===== config.mk =====
export PLATFORM = sky130hd
export DESIGN_NAME = wptr_full
export DESIGN_NICKNAME = d
export VERILOG_FILES = /design/src/rtl/fifo_pkg.sv /design/src/rtl/gray2bin_conv.sv /design/src/rtl/wptr_full.sv
export SDC_FILE = /design/constraint.sdc
export NUM_CORES = 1
export LEC_CHECK = 0
export CORE_MARGIN = 8
export CORE_UTILIZATION = 40
export CTS_CLUSTER_DIAMETER = 100
export DETAILED_ROUTE_END_ITERATION = 8
export PLACE_DENSITY = 0.73
export SETUP_SLACK_MARGIN = 0.1
export SLEW_MARGIN = 20
export SYNTH_ARGS = -nofsm -noshare
export SYNTH_HDL_FRONTEND = slang
export SYNTH_HIERARCHICAL = 1
export SYNTH_SLANG_ARGS = --single-unit

===== constraint.sdc =====
create_clock -name wclk -period 1.8 [get_ports wclk]
set_input_delay 0.36 -clock wclk [delete_from_list [all_inputs] [get_ports wclk]]
set_output_delay 0.36 -clock wclk [all_outputs]
set_load 0.005 [all_outputs]

===== src/rtl/fifo_pkg.sv =====
// Shared pointer constants and Gray/binary helpers for the dual-clock FIFO.
// Used by both the write-side (wptr_full) and read-side (rptr_empty) logic.
package fifo_pkg;

  localparam int ADDRSIZE_DFLT = 3;
  localparam int PTRSIZE = ADDRSIZE_DFLT + 1;
  localparam int DEPTH = 2 ** ADDRSIZE_DFLT;
  localparam int AFULL_DFLT = 6;

  typedef logic [PTRSIZE-1:0] ptr_t;

  // 32-bit so any narrower pointer can be zero-extended in and truncated out
  function automatic logic [31:0] bin2gray(
    input logic [31:0] b
  );
    return b ^ (b >> 1);
  endfunction

  function automatic logic [31:0] gray2bin(
    input logic [31:0] g
  );
    logic [31:0] b;
    b = g;
    for (int i = 30; i >= 0; i--) begin
      b[i] = b[i+1] ^ g[i];
    end
    return b;
  endfunction

endpackage


===== src/rtl/gray2bin_conv.sv =====
// Combinational Gray-to-binary converter (XOR prefix from the MSB down).
// Shared by the write and read sides for level computation.
module gray2bin_conv #(
  parameter int WIDTH = 4
) (
  input  logic [WIDTH-1:0] gray,
  output logic [WIDTH-1:0] bin
);

  logic [WIDTH-1:0] b;

  always_comb begin
    b = gray;
    for (int i = WIDTH - 2; i >= 0; i--) begin
      b[i] = b[i+1] ^ gray[i];
    end
    bin = b;
  end

endmodule


===== src/rtl/wptr_full.sv =====
// Write-domain pointer, full flag, level and overflow for the async FIFO.
// Optional walmost_full output is enabled by defining WPTR_ALMOST_FULL_EN.
module wptr_full
  import fifo_pkg::*;
#(
  parameter int ADDRSIZE = ADDRSIZE_DFLT,
  parameter int AFULL_THRESH = AFULL_DFLT
) (
  input  logic                wclk,
  input  logic                wrst,
  input  logic                winc,
  input  logic [ADDRSIZE:0]   wq2_rptr,
  output logic [ADDRSIZE:0]   wptr,
  output logic [ADDRSIZE-1:0] waddr,
  output logic                wen,
  output logic                wfull,
  output logic [ADDRSIZE:0]   wlevel,
`ifdef WPTR_ALMOST_FULL_EN
  output logic                walmost_full,
`endif
  output logic                wovf
);

  localparam int PW = ADDRSIZE + 1;

  logic [PW-1:0] wbin_q, wbin_d;
  logic [PW-1:0] wptr_q, wptr_d;
  logic [PW-1:0] wlevel_q, wlevel_d;
  logic [PW-1:0] rbin_s;
  logic [PW-1:0] full_ptr;
  logic          wfull_q, wfull_d;
  logic          wovf_q, wovf_d;
  logic          accept;
`ifdef WPTR_ALMOST_FULL_EN
  logic          walmost_q, walmost_d;
`endif

  gray2bin_conv #(
    .WIDTH(PW)
  ) u_rptr_g2b (
    .gray(wq2_rptr),
    .bin (rbin_s)
  );

  always_comb begin
    accept = winc & ~wfull_q;
    wbin_d = wbin_q + PW'(accept);
    wptr_d = PW'(bin2gray(32'(wbin_d)));
    // full when the write pointer is one lap ahead: top two Gray bits inverted
    full_ptr = {~wq2_rptr[ADDRSIZE:ADDRSIZE-1],
                wq2_rptr[ADDRSIZE-2:0]};
    wfull_d = (wptr_d == full_ptr);
    wlevel_d = wbin_d - rbin_s;
    wovf_d = wovf_q | (winc & wfull_q);
`ifdef WPTR_ALMOST_FULL_EN
    walmost_d = (int'(wlevel_d) >= AFULL_THRESH);
`endif
  end

  always_ff @(posedge wclk) begin
    if (wrst) begin
      wbin_q   <= '0;
      wptr_q   <= '0;
      wlevel_q <= '0;
      wfull_q  <= 1'b0;
      wovf_q   <= 1'b0;
`ifdef WPTR_ALMOST_FULL_EN
      walmost_q <= 1'b0;
`endif
    end else begin
      wbin_q   <= wbin_d;
      wptr_q   <= wptr_d;
      wlevel_q <= wlevel_d;
      wfull_q  <= wfull_d;
      wovf_q   <= wovf_d;
`ifdef WPTR_ALMOST_FULL_EN
      walmost_q <= walmost_d;
`endif
    end
  end

  assign wptr   = wptr_q;
  assign waddr  = wbin_q[ADDRSIZE-1:0];
  assign wen    = winc & ~wfull_q;
  assign wfull  = wfull_q;
  assign wlevel = wlevel_q;
  assign wovf   = wovf_q;
`ifdef WPTR_ALMOST_FULL_EN
  assign walmost_full = walmost_q;
`endif

endmodule


# Word-level counts from Yosys, hierarchy flattened
# Index checks and enable logic that the tools add are counted.
[word_totals]
regBits = 14
input_bits = 7
out_inout_bits = 14
elab_cells = 17
[op_classes]
n_addsub = 2
n_eq_ne = 1
bitwise = 9
[op_table]
columns = ["op", "n"]
rows = [
  ["adder 4 x 1 -> 4 bit", 1],
  ["equality test 4 bit", 1],
  ["subtractor 4 bit", 1],
  ["bitwise XOR 4 x 3 -> 4 bit", 1],
  ["bitwise XOR 1 bit", 3],
  ["AND 1 bit", 2],
  ["inverter 2 bit", 1],
  ["inverter 1 bit", 1],
  ["bitwise OR 1 bit", 1],
]

# Longest topological paths before layout
[depth]
depth_word = 5
mapped_depth = 9
mapped_depth_nobuf = 9

# By module
# Netlist, hierarchy kept.
[by_module_without_submodules]
columns = ["mod", "instances", "cells_per_inst", "area_per_inst_um2", "seq_area_each_um2"]
rows = [
  ["wptr_full", 1, 62, 631.9, 260.2],
  ["gray2bin_conv", 1, 5, 50.0, 0.0],
]

# Worst setup path after synthesis
# OpenSTA, ideal clock, no wires.
[synth_path]
path_type = "input to register"
startpoint = "input port winc"
endpoint = "register wlevel_q[3], in the netlist wlevel[3]"
setup_time_ns = 0.071
t_arrival_ns = 1.879
required_time_ns = 1.729
slack_ns = -0.150
path_stages = 8
path_buffers = 1
path_cell_list = "nor2b_1 > ha_1 > ha_1 > clkbuf_1 > a21boi_0 > a2bb2oi_1 > or3b_1 > a21oi_1"
[synth_between]
elab_chain_len = 3
[synth_rtl]
columns = ["item", "line_no", "source"]
rows = [
  ["from (decl)", "wptr_full.sv:11", "input logic winc,"],
  ["AND 1 bit", "wptr_full.sv:46", "accept = winc & ~wfull_q;"],
  ["adder 4 x 1 -> 4 bit", "wptr_full.sv:47", "wbin_d = wbin_q + PW'(accept);"],
  ["named net wbin_d[1]", "wptr_full.sv:26", "logic [PW-1:0] wbin_q, wbin_d;"],
  ["subtractor 4 bit", "wptr_full.sv:53", "wlevel_d = wbin_d - rbin_s;"],
  ["to (signal assigned)", "wptr_full.sv:73", "wlevel_q <= wlevel_d;"],
  ["to (decl)", "wptr_full.sv:28", "logic [PW-1:0] wlevel_q, wlevel_d;"],
]
# The timed path passes the listed nets, and every way through them passes these cells.
# A chain may end at the register's enable or synchronous reset.

# Worst setup path after layout
[layout_path]
startpoint = "register wfull_q, in the netlist wfull"
endpoint = "output port wen"
[layout_between]
elab_chain_len = 2
[layout_rtl]
columns = ["item", "line_no", "source"]
rows = [
  ["from (decl)", "wptr_full.sv:31", "logic wfull_q, wfull_d;"],
  ["from (signal assigned)", "wptr_full.sv:74", "wfull_q <= wfull_d;"],
  ["inverter 1 bit", "wptr_full.sv:84", "assign wen = winc & ~wfull_q;"],
  ["AND 1 bit", "wptr_full.sv:84", ""],
  ["to (decl)", "wptr_full.sv:15", "output logic wen,"],
]
# Every way passes these cells.

==> impl_metrics.ini <==
[synthesis]
syn_inst = 67
synth_edf_count = 0
ys_types = 23
ys_top_cells_by_count = dfxtp_1 (13), nor2_1 (11), xnor2_1 (8)
synth.cell_area_um2 = 682
seq_area_frac_synth = 0.382
synth.largest_area_cell = dfxtp_1
yosys_warnings = 6
synth_area_leaders = dfxtp_1 (38%), xnor2_1 (10%), ha_1 (7.3%), xnor3_1 (6.6%), nor2_1 (6.1%)
yosys_register_bits = 13
async_reset_ff_frac = 0
avgSynthCellArea_um2 = 10.2
synth_nets = 78
yosysMostFrequentCell = dfxtp_1
synth_top_cell_area_share = 0.382
synth_top_flop_cell = dfxtp_1

[sta]
finalSetupViolations = 0
timing.final.crit_share = 0.959
tightest_slew_ns = 0.300
tns_ns = 0
fin_skew_ns = 0.00860
rsz0062_at_grt = true
fmax_ghz = 0.579
whs_ns = 0.453
setup_ws_ns = 0.0743
slew_viol_final = 0
layout_min_cycle_time_ns = 1.73
maxSlewHeadroom = 0.800
final-hold-violation-count = 0

[final_layout]
layout-drive-gt1-share = 0.367
nFillCells = 129
stdcell_count = 126
design_area_um2 = 1140
antenna_cells = 0
synthToLayoutAreaGrowth_pct = 67.7
layout.nets = 121
final_util = 0.685

[critical_path]
crit_type = reg -> out
cp-start-kind = register
ff2ff_setup_slack_ns = 0.08
cp-startpoint = wfull
reg2reg_depth = 7
path_cells = nor2b_4, buf_4, clkdlybuf4s50_1
crit_end = wen
r2r-end = wfull
critPathArrivalTime_ns = 1.37
worstPathMaxFanout = 2
path_delay_family = buffers and inverters
cp_slowest_cell = clkdlybuf4s50_1
crit_buf_inv = 2
end_kind = output pin
r2r_start = wfull
max_stage_delay_ns = 0.50
worstPathRequired_ns = 1.44
worst-path-stages = 3

[routing]
routedWlPerCell_um = 13.5
avgViaCountPerCell = 4.71
drc = 0
finalWirelength_um = 1700
drt-initial-drc-count = 21
first_pass_iters = 4
postRouteAntennaNets = 0
vias = 593

[cts]
cts_max_path_buffers = 2
hold_buffers = 0
cts_buffers = 3
root_buffer = clkbuf_4
worstSkewPairLatency_ns = 0.27
htree_num_levels = 1
clock-sinks = 13
clkTransAtPathRegs_ns = 0.09
cts_tree = built

[global_route]
grt_pass1_wl_um = 2500
grt.total_usage = 0.101
grt-ovfl-total = 0
grt_pass1_vias = 553
antenna_found_initial = 0
grt_max_degree = 10

[min_path]
holdPathStages = 3
min_path_type = in -> reg

[floorplanning]
rows = 15
dieArea_um2 = 3280
design.portCount = 21
dieHeight_um = 57.3
floorplan.initialDensity = 0.408
core_area_um2 = 1670
die_x_um = 57.3

[placed_design]
place_area_um2 = 1020
portBuffers = 20
dp.cells = 114
dpl.hpwl_um = 1150
place.gp.congestion = 0.740
pre_cts_ws_ns = -0.503

[power_and_ir_drop]
p_total_mw = 0.926
power_leakage_nw = 0.501
peakVddDrop_mv = 0.534
power.density_nw_per_um2 = 809

[status]
outcome = finished, final reports clean

[run]
max_cap_viol_count = 0
==> state kept, by name, summed over array words and instances, names as in the netlist <==
signal  count
wbin_q      4
wlevel      4
wfull       1
wptr        3
wovf        1
==> cells in the final DEF (no fill, tap or decap), types with 2 or more instances in the layout <==
| cell type | synthesis | routed |
|---|---|---|
| clkbuf_2 | 0 | 2 |
| clkdlybuf4s15_1 | 0 | 2 |
| nor2_1 | 11 | 11 |
| nor2b_1 | 3 | 2 |
| dfxtp_2 | 0 | 2 |
| xor2_1 | 4 | 4 |
| xnor3_1 | 2 | 2 |
| xnor2_2 | 1 | 4 |
| clkdlybuf4s50_1 | 0 | 15 |
| a21oi_1 | 4 | 3 |
| xnor2_1 | 8 | 5 |
| inv_1 | 3 | 2 |
| clkbuf_4 | 0 | 3 |
| buf_4 | 1 | 20 |
| dfxtp_1 | 13 | 11 |
| ha_4 | 0 | 3 |
==> logic make-up (layout without fill, tap and decap cells) <==
logic type / Yosys count / after routing / share of synthesized area
simple gates: 19 / 19 / 0.132
buf+inv: 6 / 48 / 0.0385
xor+xnor: 17 / 17 / 0.303
flops: 13 / 13 / 0.382
compound gates: 8 / 8 / 0.0716
fa+ha+maj: 4 / 4 / 0.0734
==> tightest hold or removal path: stages <==
cell and delay [ns]:
clkdlybuf4s15_1 0.19, a21oi_1 0.06, nor2_1 0.08
==> metal layers <==
metal	wire length, um	vias to the layer above	global-route usage
met5	0	-	0
met4	27	0	0.0750
met3	51	2	0.0269
met2	919	9	0.176
met1	696	279	0.0996
li1	-	303	-
==> layout make-up <==
cell class	instances	area, um2	share of cell area
multi-input combinational	48	469	0.410
timing repair buffer	41	350	0.306
sequential	13	263	0.230
clock buffer	4	26.3	0.0230
tap	17	21.3	0.0186
inverter	3	13.8	0.0120
==> where the power goes <==
group	total [mW]	internal, mW	switching [mW]
clock	0.181	0.0857	0.0955
combinational	0.403	0.257	0.146
sequential	0.342	0.325	0.0164
==> worst min path at each step <==
stage	start	slack (ns)	endpoint
finish	winc	0.45	wovf
floorplan	wrst	0.43	wbin_q[1]
global placement	wovf	0.46	wovf
CTS	winc	0.43	wovf
global route	winc	0.45	wovf
detailed placement	wovf	0.46	wovf
==> what timing repair did <==
action,CTS,global route
endpoints found under the setup margin,8,6
setup buffers,4,5
gates cloned,0,0
resized for setup,14,10
pin swaps,11,10
(Power assumes the default switching activity.)
